--- src/rtl/dmem_lsu.sv ---
// Load/store unit between the RV32I memory stage and a word-wide data memory.
// Sub-word stores use read-modify-write; loads are lane-extracted and sign/zero-extended.
module dmem_lsu #(
  parameter int DMEM_WORDS = 1024
) (
  input  logic        clock,
  input  logic        reset_n,
  input  logic        cpu_req,
  input  logic        cpu_we,
  input  logic [2:0]  cpu_funct3,
  input  logic [31:0] cpu_addr,
  input  logic [31:0] cpu_wdata,
  output logic        cpu_busy,
  output logic        cpu_done,
  output logic        cpu_err,
  output logic [31:0] cpu_rdata,
  output logic [31:0] dmem_addr,
  output logic [31:0] dmem_wdata,
  output logic        dmem_write,
  output logic        dmem_read,
  input  logic [31:0] dmem_rdata,
  output logic [1:0]  dbg_state
);

  // Handshake: cpu_req is sampled only while cpu_busy=0 (IDLE); the core keeps the
  // request stable until it sees the single-cycle cpu_done, which carries cpu_err/cpu_rdata.
  typedef enum logic [1:0] {
    IDLE = 2'd0,
    RD   = 2'd1,
    WR   = 2'd2,
    DONE = 2'd3
  } state_t;

  localparam logic [29:0] WORD_LIMIT = 30'(DMEM_WORDS);

  state_t      state, state_nxt;
  logic        we_q;
  logic [2:0]  f3_q;
  logic [1:0]  lane_q;
  logic [15:0] wdata_q;
  logic        req_err;

  function automatic logic [31:0] load_extract(input logic [2:0] f3, input logic [1:0] lane,
                                               input logic [31:0] word);
    logic [7:0]  b;
    logic [15:0] h;
    logic [31:0] r;
    b = 8'(word >> {lane, 3'b000});
    h = lane[1] ? word[31:16] : word[15:0];
    case (f3)
      3'b000:  r = {{24{b[7]}}, b};
      3'b100:  r = {24'd0, b};
      3'b001:  r = {{16{h[15]}}, h};
      3'b101:  r = {16'd0, h};
      default: r = word;
    endcase
    return r;
  endfunction

  function automatic logic [31:0] store_merge(input logic [2:0] f3, input logic [1:0] lane,
                                              input logic [15:0] wd, input logic [31:0] word);
    logic [31:0] r;
    r = word;
    if (f3[1:0] == 2'b00) r[8*lane +: 8] = wd[7:0];
    else                  r[16*lane[1] +: 16] = wd;
    return r;
  endfunction

  // Any of these rejects the access before dmem is touched.
  always_comb begin
    req_err = 1'b0;
    if (cpu_funct3 == 3'b011 || cpu_funct3 == 3'b110 || cpu_funct3 == 3'b111) req_err = 1'b1;
    if (cpu_we && cpu_funct3[2])                                            req_err = 1'b1;
    if (cpu_funct3[1:0] == 2'b01 && cpu_addr[0])                            req_err = 1'b1;
    if (cpu_funct3 == 3'b010 && cpu_addr[1:0] != 2'b00)                     req_err = 1'b1;
    if (cpu_addr[31:2] >= WORD_LIMIT)                                       req_err = 1'b1;
  end

  always_ff @(posedge clock or negedge reset_n) begin
    if (!reset_n) state <= IDLE;
    else          state <= state_nxt;
  end

  always_comb begin
    state_nxt = state;
    case (state)
      IDLE: begin
        if (cpu_req) begin
          if (req_err)                              state_nxt = DONE;
          else if (cpu_we && cpu_funct3 == 3'b010)  state_nxt = WR;
          else                                      state_nxt = RD;
        end
      end
      RD:      state_nxt = we_q ? WR : DONE;
      WR:      state_nxt = DONE;
      default: state_nxt = IDLE;
    endcase
  end

  always_comb begin
    cpu_busy   = (state != IDLE);
    cpu_done   = (state == DONE);
    dmem_read  = (state == RD);
    dmem_write = (state == WR);
    dbg_state  = state;
  end

  // Datapath registers: dmem_addr/dmem_wdata load only when entering RD/WR so they
  // hold otherwise; cpu_err/cpu_rdata load only when entering DONE.
  always_ff @(posedge clock or negedge reset_n) begin
    if (!reset_n) begin
      we_q       <= 1'b0;
      f3_q       <= 3'd0;
      lane_q     <= 2'd0;
      wdata_q    <= 16'd0;
      dmem_addr  <= 32'd0;
      dmem_wdata <= 32'd0;
      cpu_err    <= 1'b0;
      cpu_rdata  <= 32'd0;
    end else begin
      case (state)
        IDLE: begin
          if (cpu_req) begin
            we_q    <= cpu_we;
            f3_q    <= cpu_funct3;
            lane_q  <= cpu_addr[1:0];
            wdata_q <= cpu_wdata[15:0];
            if (req_err) begin
              cpu_err   <= 1'b1;
              cpu_rdata <= 32'd0;
            end else begin
              dmem_addr <= {cpu_addr[31:2], 2'b00};
              if (cpu_we && cpu_funct3 == 3'b010) dmem_wdata <= cpu_wdata;
            end
          end
        end
        RD: begin
          if (we_q) begin
            dmem_wdata <= store_merge(f3_q, lane_q, wdata_q, dmem_rdata);
          end else begin
            cpu_err   <= 1'b0;
            cpu_rdata <= load_extract(f3_q, lane_q, dmem_rdata);
          end
        end
        WR: begin
          cpu_err   <= 1'b0;
          cpu_rdata <= 32'd0;
        end
        default: ;
      endcase
    end
  end

endmodule

--- config.mk ---
export PLATFORM = sky130hd
export DESIGN_NAME = dmem_lsu
export DESIGN_NICKNAME = d
export VERILOG_FILES = /design/src/rtl/dmem_lsu.sv
export SDC_FILE = /design/constraint.sdc
export NUM_CORES = 1
export LEC_CHECK = 0
export BUFFER_PORTS_ARGS = -buffer_cell sky130_fd_sc_hd__buf_4
export CORE_ASPECT_RATIO = 2
export CORE_MARGIN = 1.5
export CORE_UTILIZATION = 55
export CTS_CLUSTER_DIAMETER = 30
export DETAILED_ROUTE_END_ITERATION = 8
export PLACE_DENSITY = 0.92
export SLEW_MARGIN = 30
export SYNTH_ARGS = -nofsm -noshare
export SYNTH_HDL_FRONTEND = slang
export SYNTH_SLANG_ARGS = --single-unit
--- constraint.sdc ---
create_clock -name clock -period 3.4 [get_ports clock]
set_input_delay 0.34 -clock clock [delete_from_list [all_inputs] [get_ports clock]]
set_output_delay 0.34 -clock clock [all_outputs]
set_load 0.02 [all_outputs]
# Word-level counts from Yosys, hierarchy flattened
# Cells that the tools add are included.
dict set report word_totals {
  register_bits 119
  in_bits 103
  wordCells 80
}
dict set report op_classes {
  n_addsub 2
  order_cmp 1
  eq_ne 17
  shifts 5
  mux 28
  bitwise 1
  reduce_logical 17
}
# operator count
set op_table {}
lappend op_table {{$mux W32} 8}
lappend op_table {{$pmux W32 S4} 1}
lappend op_table {{$pmux W32 S3} 1}
lappend op_table {{$neg A5 Y34} 2}
lappend op_table {{$bwmux W32} 2}
lappend op_table {{$pmux W32 S2} 1}
lappend op_table {{$shift A16 B34 Y32 const A} 1}
lappend op_table {{$shift A8 B34 Y32 const A} 1}
lappend op_table {{$shiftx A16 B34 Y32} 1}
lappend op_table {{$shiftx A8 B34 Y32} 1}
lappend op_table {{$shr A32 B5 Y8} 1}
lappend op_table {{$ge A30 B11 Y1 const B} 1}
lappend op_table {{$mux W16} 1}
lappend op_table {{$eq A3 B3 Y1 const B} 4}
lappend op_table {{$ne A2 B2 Y1 const B} 5}
lappend op_table {{$mux W1} 9}
lappend op_table {{$eq A3 B2 Y1 const B} 2}
lappend op_table {{$mux W2} 3}
lappend op_table {{$pmux W2 S3} 1}
lappend op_table {{$reduce_bool A2 Y1} 3}
lappend op_table {{$reduce_and A5 Y1} 1}
lappend op_table {{$eq A2 B1 Y1 const B} 2}
lappend op_table {{$eq A2 B2 Y1 const B} 2}
lappend op_table {{$logic_and A1 B1 Y1} 4}
lappend op_table {{11 further kinds} 13}

# Logic depth before layout (Yosys ltp)
dict set report logic_depth {
  ltp_word 11
  ltp_mapped 8
  mapped_depth_nobuf 7
}

# Worst setup path after synthesis
# OpenSTA, ideal clock, no wires.
dict set report synth_timing {
  path_type {flip-flop to flip-flop}
  start {register state[1] (netlist: dbg_state[1])}
  end {register dmem_wdata[10]}
  setup_ns 0.125
  arrival_ns 2.040
  required_time_ns 3.275
  slack_ns 1.235
  path_stages_with_launch 8
  path_buffers 1
  period_less_slack_ns 2.165
  path_cell_list {dfrtp_1 > inv_1 > ha_1 > inv_2 > o2111ai_1 > o31a_4 > buf_6 > mux2_4}
}
dict set report synth_between {
  elab_chain_len 3
  word_cells_on_any_way 9
}
# item line_no
set synth_rtl {}
lappend synth_rtl {{start: declaration} 36} ;# state_t state, state_nxt;
lappend synth_rtl {{start signal: assignment} 81} ;# else state <= state_nxt;
lappend synth_rtl {{$eq A2 B1 Y1 (*)} -}
lappend synth_rtl {{net dmem_read} 20} ;# output logic dmem_read,
lappend synth_rtl {{$ne A2 B1 Y1 (no line) / $reduce_bool A2 Y1 (equally long branches)} -}
lappend synth_rtl {{$reduce_and A5 Y1 (no line)} -}
lappend synth_rtl {{end signal: assignment} 133} ;# if (cpu_we && cpu_funct3 == 3'b010) dmem_wdata <= cpu_wdata;
lappend synth_rtl {{end signal: assignment} 139} ;# dmem_wdata <= store_merge(f3_q, lane_q, wdata_q, dmem_rdata);
lappend synth_rtl {{end: declaration} 18} ;# output logic [31:0] dmem_wdata,
# The timed path passes the listed nets; every way through them passes the cells marked *.
# A chain may end at the register's enable or synchronous reset.

# Worst setup path in the final report
dict set report layout_timing {
  start {register lane_q[0]}
  end {register dmem_wdata[15]}
}
dict set report layout_between {
  elab_chain_len 6
  word_cells_on_any_way 7
}
# item line_no
set layout_rtl {}
lappend layout_rtl {{start: declaration} 39} ;# logic [1:0] lane_q;
lappend layout_rtl {{start signal: assignment} 126} ;# lane_q <= cpu_addr[1:0];
lappend layout_rtl {{$neg A5 Y34 (*)} 64} ;# if (f3[1:0] == 2'b00) r[8*lane +: 8] = wd[7:0];
lappend layout_rtl {{$shiftx A8 B34 Y32 / $shift A8 B34 Y32 (equally long branches)} 64}
lappend layout_rtl {{$bwmux W32 (*)} 64}
lappend layout_rtl {{$mux W32 (*)} 64}
lappend layout_rtl {{$mux W32 (*)} 138} ;# if (we_q) begin
lappend layout_rtl {{$pmux W32 S2 (*)} 121} ;# case (state)
# Every way passes the cells marked *; elsewhere a longest branch is shown, timed or not. The select of a mux whose other input is x is not followed.

==> impl_metrics.toml <==
[floorplan]
floorplan.initialDensity_pct = 56.4
die_height_um = 155
io-pin-count = 206
std_cell_rows = 55
dieArea_um2 = 12300
area_inside_the_core_boundary_um2 = 11300
die_w_um = 79.1

[detailed_routing]
avgRoutedWirePerCell_um = 22.7
detailedRoute.firstIterationViolations = 441
avgViaCountPerCell = 6.28
drc = 0
wirelength_mm = 20.4
post_route_antenna_net_violation_count = 0
number_of_detailed_routing_iterations_run_before_antenna_repair = 5
vias = 5661

[critical_path]
cp_cell_sequence = "inv_1 > ha_1 > nand2_1 > nor3_1 > a221oi_1 > o2bb2ai_1 > mux2_4"
cp_data_arrival_time_ns = 3.10
regToRegSetupSlack_ns = 0.65
worstPathMaxFanout = 16
crit_slowest_cell = "sky130_fd_sc_hd__nor3_1"
startpoint_type = "flop"
endpoint_kind = "flop"
critical_path_required_ns = 3.75
critPathMaxStageDelay_ns = 0.76
worst-setup-path-type = "reg2reg"
reg2regPathDepth = 7

[global_routing]
vias_in_the_first_global_route = 6007
gr-usage-met2_pct = 59.5
globalRouteMet3Util_pct = 6.98
top_usage_layer = "met2"
remaining_global_route_overflow = 0
grt_max_degree = 64
global_route.usage.met1_pct = 35.7
grt_antenna_before_repair = 0
track_usage_pct = 34.1
grt_pass1_wl_mm = 31.4

[timing]
slew-limit-headroom_pct = 33.7
fin_crit_sh_pct = 80.8
finalHoldWorstSlack_ns = -0.0106
max_freq_mhz = 364
final_setup_violation_count = 0
post-route-min-period_ns = 2.75
totalNegativeSetupSlack_ns = 0
grt_setup_unrepaired = "no"
finClkSkew_ns = 0.00907
worst_pin_slew_ns = 0.987
slew_viol_final = 0
report.final.hold_viol_count = 8

[pwr]
power.leakage_nw = 4.21
irDropWorstVdd_v = 0.000675
power.density_nw_per_um2 = 966

[status]
violations_in_the_final_reports = "negative hold slack"
status = "finished with violations"

[yosys]
synth-main-ff-cell = "sky130_fd_sc_hd__dfrtp_1"
netlist_area_um2 = 6370
number_of_synthesized_flops_with_an_enable_pin = 0
post_synth_top_area_cell = "sky130_fd_sc_hd__dfrtp_1"
synth_cell_type_count = 57
post_synth_most_frequent_cells = "119 x sky130_fd_sc_hd__dfrtp_1, 59 x sky130_fd_sc_hd__mux2_2, 41 x sky130_fd_sc_hd__nor2_1"
yosys_warnings = 0
synth.most_common_cell = "sky130_fd_sc_hd__dfrtp_1"
ys_seq_area_share_pct = 46.8
ys_top_cells_by_area = "sky130_fd_sc_hd__dfrtp_1 47%, sky130_fd_sc_hd__mux2_2 10%, sky130_fd_sc_hd__mux2_4 7.1%, sky130_fd_sc_hd__a221oi_1 4.4%, sky130_fd_sc_hd__o2bb2ai_1 4.4%"
synth.top_cell.area_share_pct = 46.8
async_reset_ff_share_pct = 100
synth_cells = 553
postSynthRegisterBits = 119
synth_area_per_cell_um2 = 11.5

[placed_design]
finalWeightedCongestion = 0.902
dpl.cell_count = 869
detailed_place_hpwl_mm = 15.2
portBuffers = 203

[clocking]
cts_htree_levels = 4
clkSinkCount = 119
tritoncts = "done"
clock_path_buffers = 2
clk_root_buffer_cell = "sky130_fd_sc_hd__clkbuf_16"
insertion_delay_ns = 0.41
cts_repair_resize_count = 0
cts_setup_buffers = 0
clk_pin_slew_worst_paths_ns = 0.06
holdBufCountCts = 0
cts-buffers-inserted = 17

[worst_hold_path]
hold_class = "in2async"

[cells_and_area]
fin_cells = 901
areaGrowthSynthToFinish_pct = 34.7
layout.nets = 858
drive_gt1_share_pct = 44.8
antennaDiodeCount = 0
number_of_inserted_filler_cells_in_the_final_layout = 772

[flow_run]
maxCapViolations = 0
[power breakdown]
group	switching, mW	internal (mW)	leakage [nW]
clock	0.664	1.24	0.296
combinational	2.16	1.79	2.38
sequential	0.527	1.91	1.54
[state kept, by name, indices dropped and copies added (netlist names)]
signal and count:
wdata_q 16, dbg_state 2, we_q 1, cpu_rdata 32, lane_q 2, cpu_err 1
dmem_wdata 32, dmem_addr 30, f3_q 3
[per-layer routing]
metal | part of all wire [%] | vias to the layer above
met5 | 0 | -
met3 | 6.6 | 94
li1 | - | 2469
met4 | 7.5 | 0
met2 | 53 | 317
met1 | 33 | 2781
[layout make-up]
type | count | area (µm²) | share of cell area (%)
multi-input cells | 377 | 3130 | 36.5
flip-flops and latches | 119 | 2980 | 34.7
repair buffers | 212 | 1600 | 18.7
clock buffers | 20 | 447 | 5.21
well taps | 142 | 178 | 2.07
clock inverters | 12 | 175 | 2.04
inverters | 19 | 71.3 | 0.831
[cell families after synthesis]
logic type / count (synthesis) / share of synthesized area [%]
buf+inv: 58 / 4.22
compound gates: 152 / 17.8
mux: 106 / 20.4
simple gates: 108 / 9.04
fa+ha+maj: 9 / 1.77
flops: 119 / 46.8
other cells: 1 / 0.0589
[worst max-delay path: cells and delay by family (launching register included)]
family / cells / cell delay [ns]
buffers and inverters: 1 / 0.23
and+or+nand+nor: 2 / 0.83
muxes: 1 / 0.17
DFF: 1 / 0.64
adders and majority gates: 1 / 0.40
AOI/OAI and AO/OA: 2 / 0.42
[path summary, 6_finish.rpt]
check	from	to
worst max-delay path	lane_q[0]	dmem_wdata[15]
worst min-delay path	reset_n	dmem_addr[30]
worst max register to register	lane_q[0]	dmem_wdata[15]
worst min register to register	cpu_rdata[30]	cpu_rdata[30]
max in group asynchronous	reset_n	dmem_wdata[13]
min in group clock	cpu_addr[3]	dmem_addr[3]
[stage by stage]
step	power, mW	cell area, µm²	setup slack, ns	util, %
6_report	8.29	8580	0.652	76.0
5_1_grt	8.67	8580	0.501	76.0
4_1_cts	8.26	8580	0.759	76.0
3_5_place_dp	6.32	7960	0.776	70.5
3_3_place_gp	6.16	7960	0.912	70.5
2_1_floorplan	4.96	6370	1.24	-
[layout by cell type, fill, tap and decap left out, types with 4 or more instances in the layout]
| cell | synthesis | layout |
|---|---|---|
| sky130_fd_sc_hd__nor4_1 | 8 | 8 |
| sky130_fd_sc_hd__o21ai_0 | 27 | 27 |
| sky130_fd_sc_hd__nand2_1 | 9 | 9 |
| sky130_fd_sc_hd__a21oi_1 | 22 | 22 |
| sky130_fd_sc_hd__inv_1 | 16 | 16 |
| sky130_fd_sc_hd__dfrtp_1 | 119 | 119 |
| sky130_fd_sc_hd__a311oi_1 | 4 | 4 |
| sky130_fd_sc_hd__nor2_1 | 41 | 40 |
| sky130_fd_sc_hd__o211a_1 | 6 | 6 |
| sky130_fd_sc_hd__nor2b_1 | 23 | 23 |
| sky130_fd_sc_hd__buf_4 | 4 | 211 |
| sky130_fd_sc_hd__clkbuf_16 | 0 | 17 |
| sky130_fd_sc_hd__nand3b_1 | 4 | 4 |
| sky130_fd_sc_hd__mux2i_1 | 16 | 16 |
| sky130_fd_sc_hd__mux2_2 | 59 | 59 |
| sky130_fd_sc_hd__a221oi_1 | 32 | 32 |
| sky130_fd_sc_hd__nor3_1 | 6 | 6 |
| sky130_fd_sc_hd__ha_1 | 9 | 9 |
| sky130_fd_sc_hd__o2bb2ai_1 | 32 | 32 |
| sky130_fd_sc_hd__mux2_4 | 30 | 30 |
| sky130_fd_sc_hd__o22ai_1 | 7 | 7 |
| sky130_fd_sc_hd__bufinv_16 | 0 | 4 |
| sky130_fd_sc_hd__o221ai_1 | 4 | 4 |
No activity file was read; power rests on OpenSTA's default activity.
